<file path="config.mk">
export PLATFORM = sky130hd
export DESIGN_NAME = subr4u_serial_flat
export DESIGN_NICKNAME = d
export VERILOG_FILES = /design/src/rtl/subr4u_serial_if.sv /design/src/rtl/subr4u_serial.sv /design/src/flat_wrapper.sv
export SDC_FILE = /design/constraint.sdc
export NUM_CORES = 1
export LEC_CHECK = 0
export BUFFER_PORTS_ARGS = -buffer_cell sky130_fd_sc_hd__buf_2
export CORE_ASPECT_RATIO = 1.1
export CORE_MARGIN = 5
export CORE_UTILIZATION = 47
export DETAILED_ROUTE_END_ITERATION = 6
export PLACE_DENSITY = 0.69
export SYNTH_ARGS = -nofsm -noshare
export SYNTH_HDL_FRONTEND = slang
export SYNTH_SLANG_ARGS = --single-unit
</file>
<file path="constraint.sdc">
create_clock -name clk -period 2.08 [get_ports clk]
set_input_delay 0.208 -clock clk [delete_from_list [all_inputs] [get_ports clk]]
set_output_delay 0.208 -clock clk [all_outputs]
set_load 0.01 [all_outputs]
</file>
<file path="src/rtl/subr4u_serial_if.sv">
`default_nettype none
// ============================================================================
// Module      : subr4u_serial_if
// Description : Operand/result valid-ready bundle for the bit-serial
//               unsigned subtractor. master = producer/consumer side,
//               slave = subtractor side.
// Revision    : 1.0 - initial release
// ============================================================================
interface subr4u_serial_if #(
    parameter int WIDTH = 4
);
    // Operand channel
    logic             in_valid;
    logic             in_ready;
    logic [WIDTH-1:0] a;
    logic [WIDTH-1:0] b;

    // Result channel
    logic             out_valid;
    logic             out_ready;
    logic [WIDTH-1:0] d;
    logic             bout;
    logic             zero;

    modport master (
        output in_valid, a, b, out_ready,
        input  in_ready, out_valid, d, bout, zero
    );

    modport slave (
        input  in_valid, a, b, out_ready,
        output in_ready, out_valid, d, bout, zero
    );
endinterface
`default_nettype wire

</file>
<file path="src/rtl/subr4u_serial.sv">
`default_nettype none
// ============================================================================
// Module      : subr4u_serial
// Description : Bit-serial unsigned subtractor, D = A - B mod 2^WIDTH with
//               borrow-out and zero flag. One full-subtractor cell is reused
//               for WIDTH cycles, LSB first. Valid/ready on both sides.
// Revision    : 1.0 - initial release
// ============================================================================
module subr4u_serial #(
    parameter int WIDTH = 4
) (
    input  wire logic         clk,
    input  wire logic         rst_n,
    subr4u_serial_if.slave    bus
);

    localparam int                CNT_W  = (WIDTH > 1) ? $clog2(WIDTH) : 1;
    localparam logic [CNT_W-1:0]  C_LAST = CNT_W'(WIDTH - 1);

    typedef enum logic [1:0] {
        S_IDLE  = 2'd0,
        S_SHIFT = 2'd1,
        S_DONE  = 2'd2
    } state_t;

    state_t             state_q, state_d;

    logic [WIDTH-1:0]   a_q, a_d;
    logic [WIDTH-1:0]   b_q, b_d;
    logic               br_q, br_d;
    logic [CNT_W-1:0]   cnt_q, cnt_d;
    logic [WIDTH-1:0]   d_q, d_d;
    logic               bout_q, bout_d;
    logic               zero_q, zero_d;

    logic               w_accept;
    logic               w_shift;
    logic               w_last;
    logic               w_abit;
    logic               w_bbit;
    logic               w_diff_bit;
    logic               w_br_next;

    // Control state register
    always_ff @(posedge clk or negedge rst_n) begin
        if (!rst_n) begin
            state_q <= S_IDLE;
        end else begin
            state_q <= state_d;
        end
    end

    // Next-state decode and per-cycle datapath strobes
    always_comb begin
        state_d  = state_q;
        w_accept = 1'b0;
        w_shift  = 1'b0;
        w_last   = 1'b0;
        case (state_q)
            S_IDLE: begin
                if (bus.in_valid) begin
                    w_accept = 1'b1;
                    state_d  = S_SHIFT;
                end
            end
            S_SHIFT: begin
                w_shift = 1'b1;
                if (cnt_q == C_LAST) begin
                    w_last  = 1'b1;
                    state_d = S_DONE;
                end
            end
            S_DONE: begin
                if (bus.out_ready) begin
                    state_d = S_IDLE;
                end
            end
            default: begin
                state_d = S_IDLE;
            end
        endcase
    end

    // The single reused full-subtractor cell working on bit cnt
    assign w_abit     = a_q[cnt_q];
    assign w_bbit     = b_q[cnt_q];
    assign w_diff_bit = w_abit ^ w_bbit ^ br_q;
    assign w_br_next  = (~w_abit & w_bbit) | (~(w_abit ^ w_bbit) & br_q);

    // Datapath next-state: operand capture, bit write-back, final flags
    always_comb begin
        a_d    = a_q;
        b_d    = b_q;
        br_d   = br_q;
        cnt_d  = cnt_q;
        d_d    = d_q;
        bout_d = bout_q;
        zero_d = zero_q;
        if (w_accept) begin
            a_d   = bus.a;
            b_d   = bus.b;
            br_d  = 1'b0;
            cnt_d = '0;
        end
        if (w_shift) begin
            d_d[cnt_q] = w_diff_bit;
            br_d       = w_br_next;
            // Hold the counter on the final bit so it never wraps mid-operation
            cnt_d      = w_last ? cnt_q : cnt_q + CNT_W'(1);
        end
        if (w_last) begin
            bout_d = w_br_next;
            zero_d = (d_d == '0) & ~w_br_next;
        end
    end

    // Datapath registers; reset discards any partial result
    always_ff @(posedge clk or negedge rst_n) begin
        if (!rst_n) begin
            a_q    <= '0;
            b_q    <= '0;
            br_q   <= 1'b0;
            cnt_q  <= '0;
            d_q    <= '0;
            bout_q <= 1'b0;
            zero_q <= 1'b0;
        end else begin
            a_q    <= a_d;
            b_q    <= b_d;
            br_q   <= br_d;
            cnt_q  <= cnt_d;
            d_q    <= d_d;
            bout_q <= bout_d;
            zero_q <= zero_d;
        end
    end

    // Handshake flags decode straight from the state register; results are registers
    assign bus.in_ready  = (state_q == S_IDLE);
    assign bus.out_valid = (state_q == S_DONE);
    assign bus.d         = d_q;
    assign bus.bout      = bout_q;
    assign bus.zero      = zero_q;

endmodule
`default_nettype wire

</file>
<file path="src/flat_wrapper.sv">
// flat-port wrapper written by rule: the top's interface ports become plain ports
module subr4u_serial_flat 
#(
    parameter int WIDTH = 4
)
  (clk, rst_n, bus_in_valid, bus_a, bus_b, bus_out_ready, bus_in_ready, bus_out_valid, bus_d, bus_bout, bus_zero);
  subr4u_serial_if #(.WIDTH(WIDTH)) bus_i ();
  input  wire logic clk;
  input  wire logic rst_n;
  input wire logic [$bits(bus_i.in_valid)-1:0] bus_in_valid;
  input wire logic [$bits(bus_i.a)-1:0] bus_a;
  input wire logic [$bits(bus_i.b)-1:0] bus_b;
  input wire logic [$bits(bus_i.out_ready)-1:0] bus_out_ready;
  output wire logic [$bits(bus_i.in_ready)-1:0] bus_in_ready;
  output wire logic [$bits(bus_i.out_valid)-1:0] bus_out_valid;
  output wire logic [$bits(bus_i.d)-1:0] bus_d;
  output wire logic [$bits(bus_i.bout)-1:0] bus_bout;
  output wire logic [$bits(bus_i.zero)-1:0] bus_zero;
  assign bus_i.in_valid = bus_in_valid;
  assign bus_i.a = bus_a;
  assign bus_i.b = bus_b;
  assign bus_i.out_ready = bus_out_ready;
  assign bus_in_ready = bus_i.in_ready;
  assign bus_out_valid = bus_i.out_valid;
  assign bus_d = bus_i.d;
  assign bus_bout = bus_i.bout;
  assign bus_zero = bus_i.zero;
  subr4u_serial #(.WIDTH(WIDTH)) u_core (.clk(clk), .rst_n(rst_n), .bus(bus_i));
endmodule
</file>
==> results.cfg <==
[final_layout]
final_cell_mix = 19 x buf_2, 18 x dfrtp_1, 10 x mux2_2
stdcell_area_mm2 = 0.00113
antennaDiodeCount = 0
final_common_cell = buf_2
fin_nets = 113
layout-drive-gt1-share = 0.474
fin_cells = 123
utilization = 0.576
area_growth_pct = 19.8

[worst_setup_path]
cp.depth = 5
r2r-end = u_core.bus.zero
crit_path_start = u_core.cnt_q[0]
cp_top_family = multiplexers
reg2reg_from = u_core.cnt_q[0]
worst_setup_path_start_kind = flop
arrival_ns = 2.37
max_stage_delay_ns = 0.55
ff2ff_setup_slack_ns = -0.08
cp.required_ns = 2.30
path_max_fanout = 3
critical_path_class = reg2reg
cp-end-kind = flop
path_buf_inv = 1
crit_path_end = u_core.bus.zero
crit_slowest_cell = fa_1
worst-r2r-cell-count = 5
path_cells = mux4_2, fa_1, inv_2, mux2_4, o41ai_2

[global_route]
grt_pass1_wl_um = 2880
gr-usage-all-layers = 0.131
grt_max_degree = 20
overflow = 0
antenna_found_initial = 0
grt_pass1_vias = 705

[drt]
wl_per_cell_um = 13.0
drt_wl_total_um = 1600
detail-route-antenna-nets = 0
viasPerCell = 4.99
drt-pass1-iter-count = 3
drt_iter0_drc = 4
route.vias.total = 614
drc = 0

[logic_synthesis]
synthesis.nets = 86
synthSimpleGateAreaFrac = 0.0798
ys_ff_latch = 19
synth-compound-area-share = 0.0891
synth.area.mux_share = 0.210
postSynthAreaPerCell_um2 = 13.6
synth_top_family_by_area = multiplexers
syn_inst = 69
yosys_warnings = 0
synth_xor_area_frac = 0
synth_fa_ha_area_frac = 0.0745
synth_cell_types = 21
synth_area_um2 = 941
synth_seq_area_share = 0.505

[placement]
place_congestion = 0.769
pre_cts_ws_ns = -0.119
placed_area_mm2 = 0.00108
dp.cells = 117
port_buffers = 19
dp_hpwl_um = 1280

[floorplanning]
dieArea_mm2 = 0.00300
die_w_um = 52.7
num_rows = 17
initial_core_util = 0.481
die_h_um = 56.9
core_region_area_mm2 = 0.00196
pin_count = 20

[outcome]
violations = negative setup slack
status = finished, violations left

[sta]
final_max_slew_viol_count = 0
hold_violations = 0
layout_setup_ws_ns = -0.0771
setup_violations = 1
rsz0062_at_grt = yes
clock_skew_ns = 0.0107
post-route-period-util = 1.04
tightest_slew_ns = 0.426
max_slew_margin = 0.716
min_period_ns = 2.16
max_freq_ghz = 0.464

[clock_tree]
cts_max_path_buffers = 2
cts_sinks = 19
htreeDepth = 1
path_clk_slew_ns = 0.11
cts_buffers = 3
cts-root-buf = clkbuf_4
insertion_delay_ns = 0.31
cts_tree = built

[power_and_ir_drop]
p_leak_nw = 0.556
power_density_mw_per_mm2 = 1720
design_power_total_w = 0.00194
ir_drop_uv = 848

[run]
cap_violations = 0

[min_path]
hp-class = in2reg
==> registers in the layout, indices dropped and copies added (netlist names) <==
| name | count |
|---|---|
| u_core.bus.d | 4 |
| u_core.a_q | 4 |
| u_core.b_q | 4 |
| u_core.bus.zero | 1 |
| u_core.cnt_q | 2 |
| u_core.br_q | 1 |
| u_core.state_q | 2 |
| u_core.bus.bout | 1 |
==> area by class of cell <==
type	count	area, um^2
multi-input combinational	42	427
sequential	19	477
inverter	6	22.5
clock inverter	1	5.00
clock buffer	3	22.5
fill	184	830
tap	28	35.0
timing repair buffer	24	139
==> cell families after synthesis <==
group                    after synthesis
buffers and inverters                  8
AND/OR/NAND/NOR                       12
adder cells (fa/ha/maj)                5
flip-flops                            19
multiplexers                          15
AO/OA/AOI/OAI                         10
==> repair_timing <==
item	in CTS	in global routing
hold buffers	1	0
endpoints found under the setup margin	1	1
endpoints found under the hold margin	19	0
resized for setup	1	1
buffers inserted	1	0
pin swaps	3	0
cloned	0	0
==> metrics by stage <==
stage                     hold WS, ns  setup TNS (ns)
final                          0.0487         -0.0771
after global routing           0.0399          -0.177
after CTS                      0.0462         -0.0871
after detailed placement        0.171          -0.119
after global placement          0.168         -0.0666
after floorplan               -0.0876         -0.0816
==> synth_stat cells <==
cell type   n  area share
dfrtp_1    19        0.51
mux2_2     10        0.12
inv_1       6       0.024
ha_1        4       0.053
nor2_1      4       0.016
a22o_1      3       0.028
nand2_1     3       0.012
nand3b_1    3       0.024
o21ai_0     3       0.016
mux2_4      2       0.032
mux4_2      2       0.048
a211o_1     1      0.0093
a32o_1      1       0.011
and2_1      1      0.0067
buf_2       1      0.0053
buf_6       1       0.012
fa_1        1       0.021
mux2i_1     1       0.011
nand3b_4    1       0.021
o31ai_1     1      0.0080
o41ai_2     1       0.017
==> worst min path at each step <==
stage / from / end / slack (ns) / depth (start not counted)
after floorplan: rst_n / u_core.a_q[0] / -0.09 / 0
after global placement: rst_n / u_core.bus.d[1] / 0.17 / 1
after detailed placement: rst_n / u_core.bus.d[1] / 0.17 / 1
after CTS: bus_out_ready / u_core.state_q[1] / 0.05 / 2
after global routing: bus_out_ready / u_core.state_q[1] / 0.04 / 2
final: bus_out_ready / u_core.state_q[1] / 0.05 / 2
==> per-layer routing <==
layer | global-route usage | part of all wire | vias up
met2 | 0.222 | 0.50 | 13
met4 | 0.0657 | 0.023 | 0
met1 | 0.146 | 0.42 | 298
met5 | 0 | 0 | -
met3 | 0.0371 | 0.052 | 5
li1 | - | - | 298
==> worst reg2reg max path: stages, from the launching register on <==
cell and delay (ns):
dfrtp_2 0.39, mux4_2 0.51, fa_1 0.55, inv_2 0.05, mux2_4 0.27, o41ai_2 0.30
==> power by group <==
group	leakage [nW]	internal [W]	total (W)	switching [W]
clock	0.0177	0.0000719	0.000190	0.000118
combinational	0.309	0.000595	0.00106	0.000460
sequential	0.230	0.000556	0.000693	0.000137
Note: power is estimated with default switching activity, not from simulation.
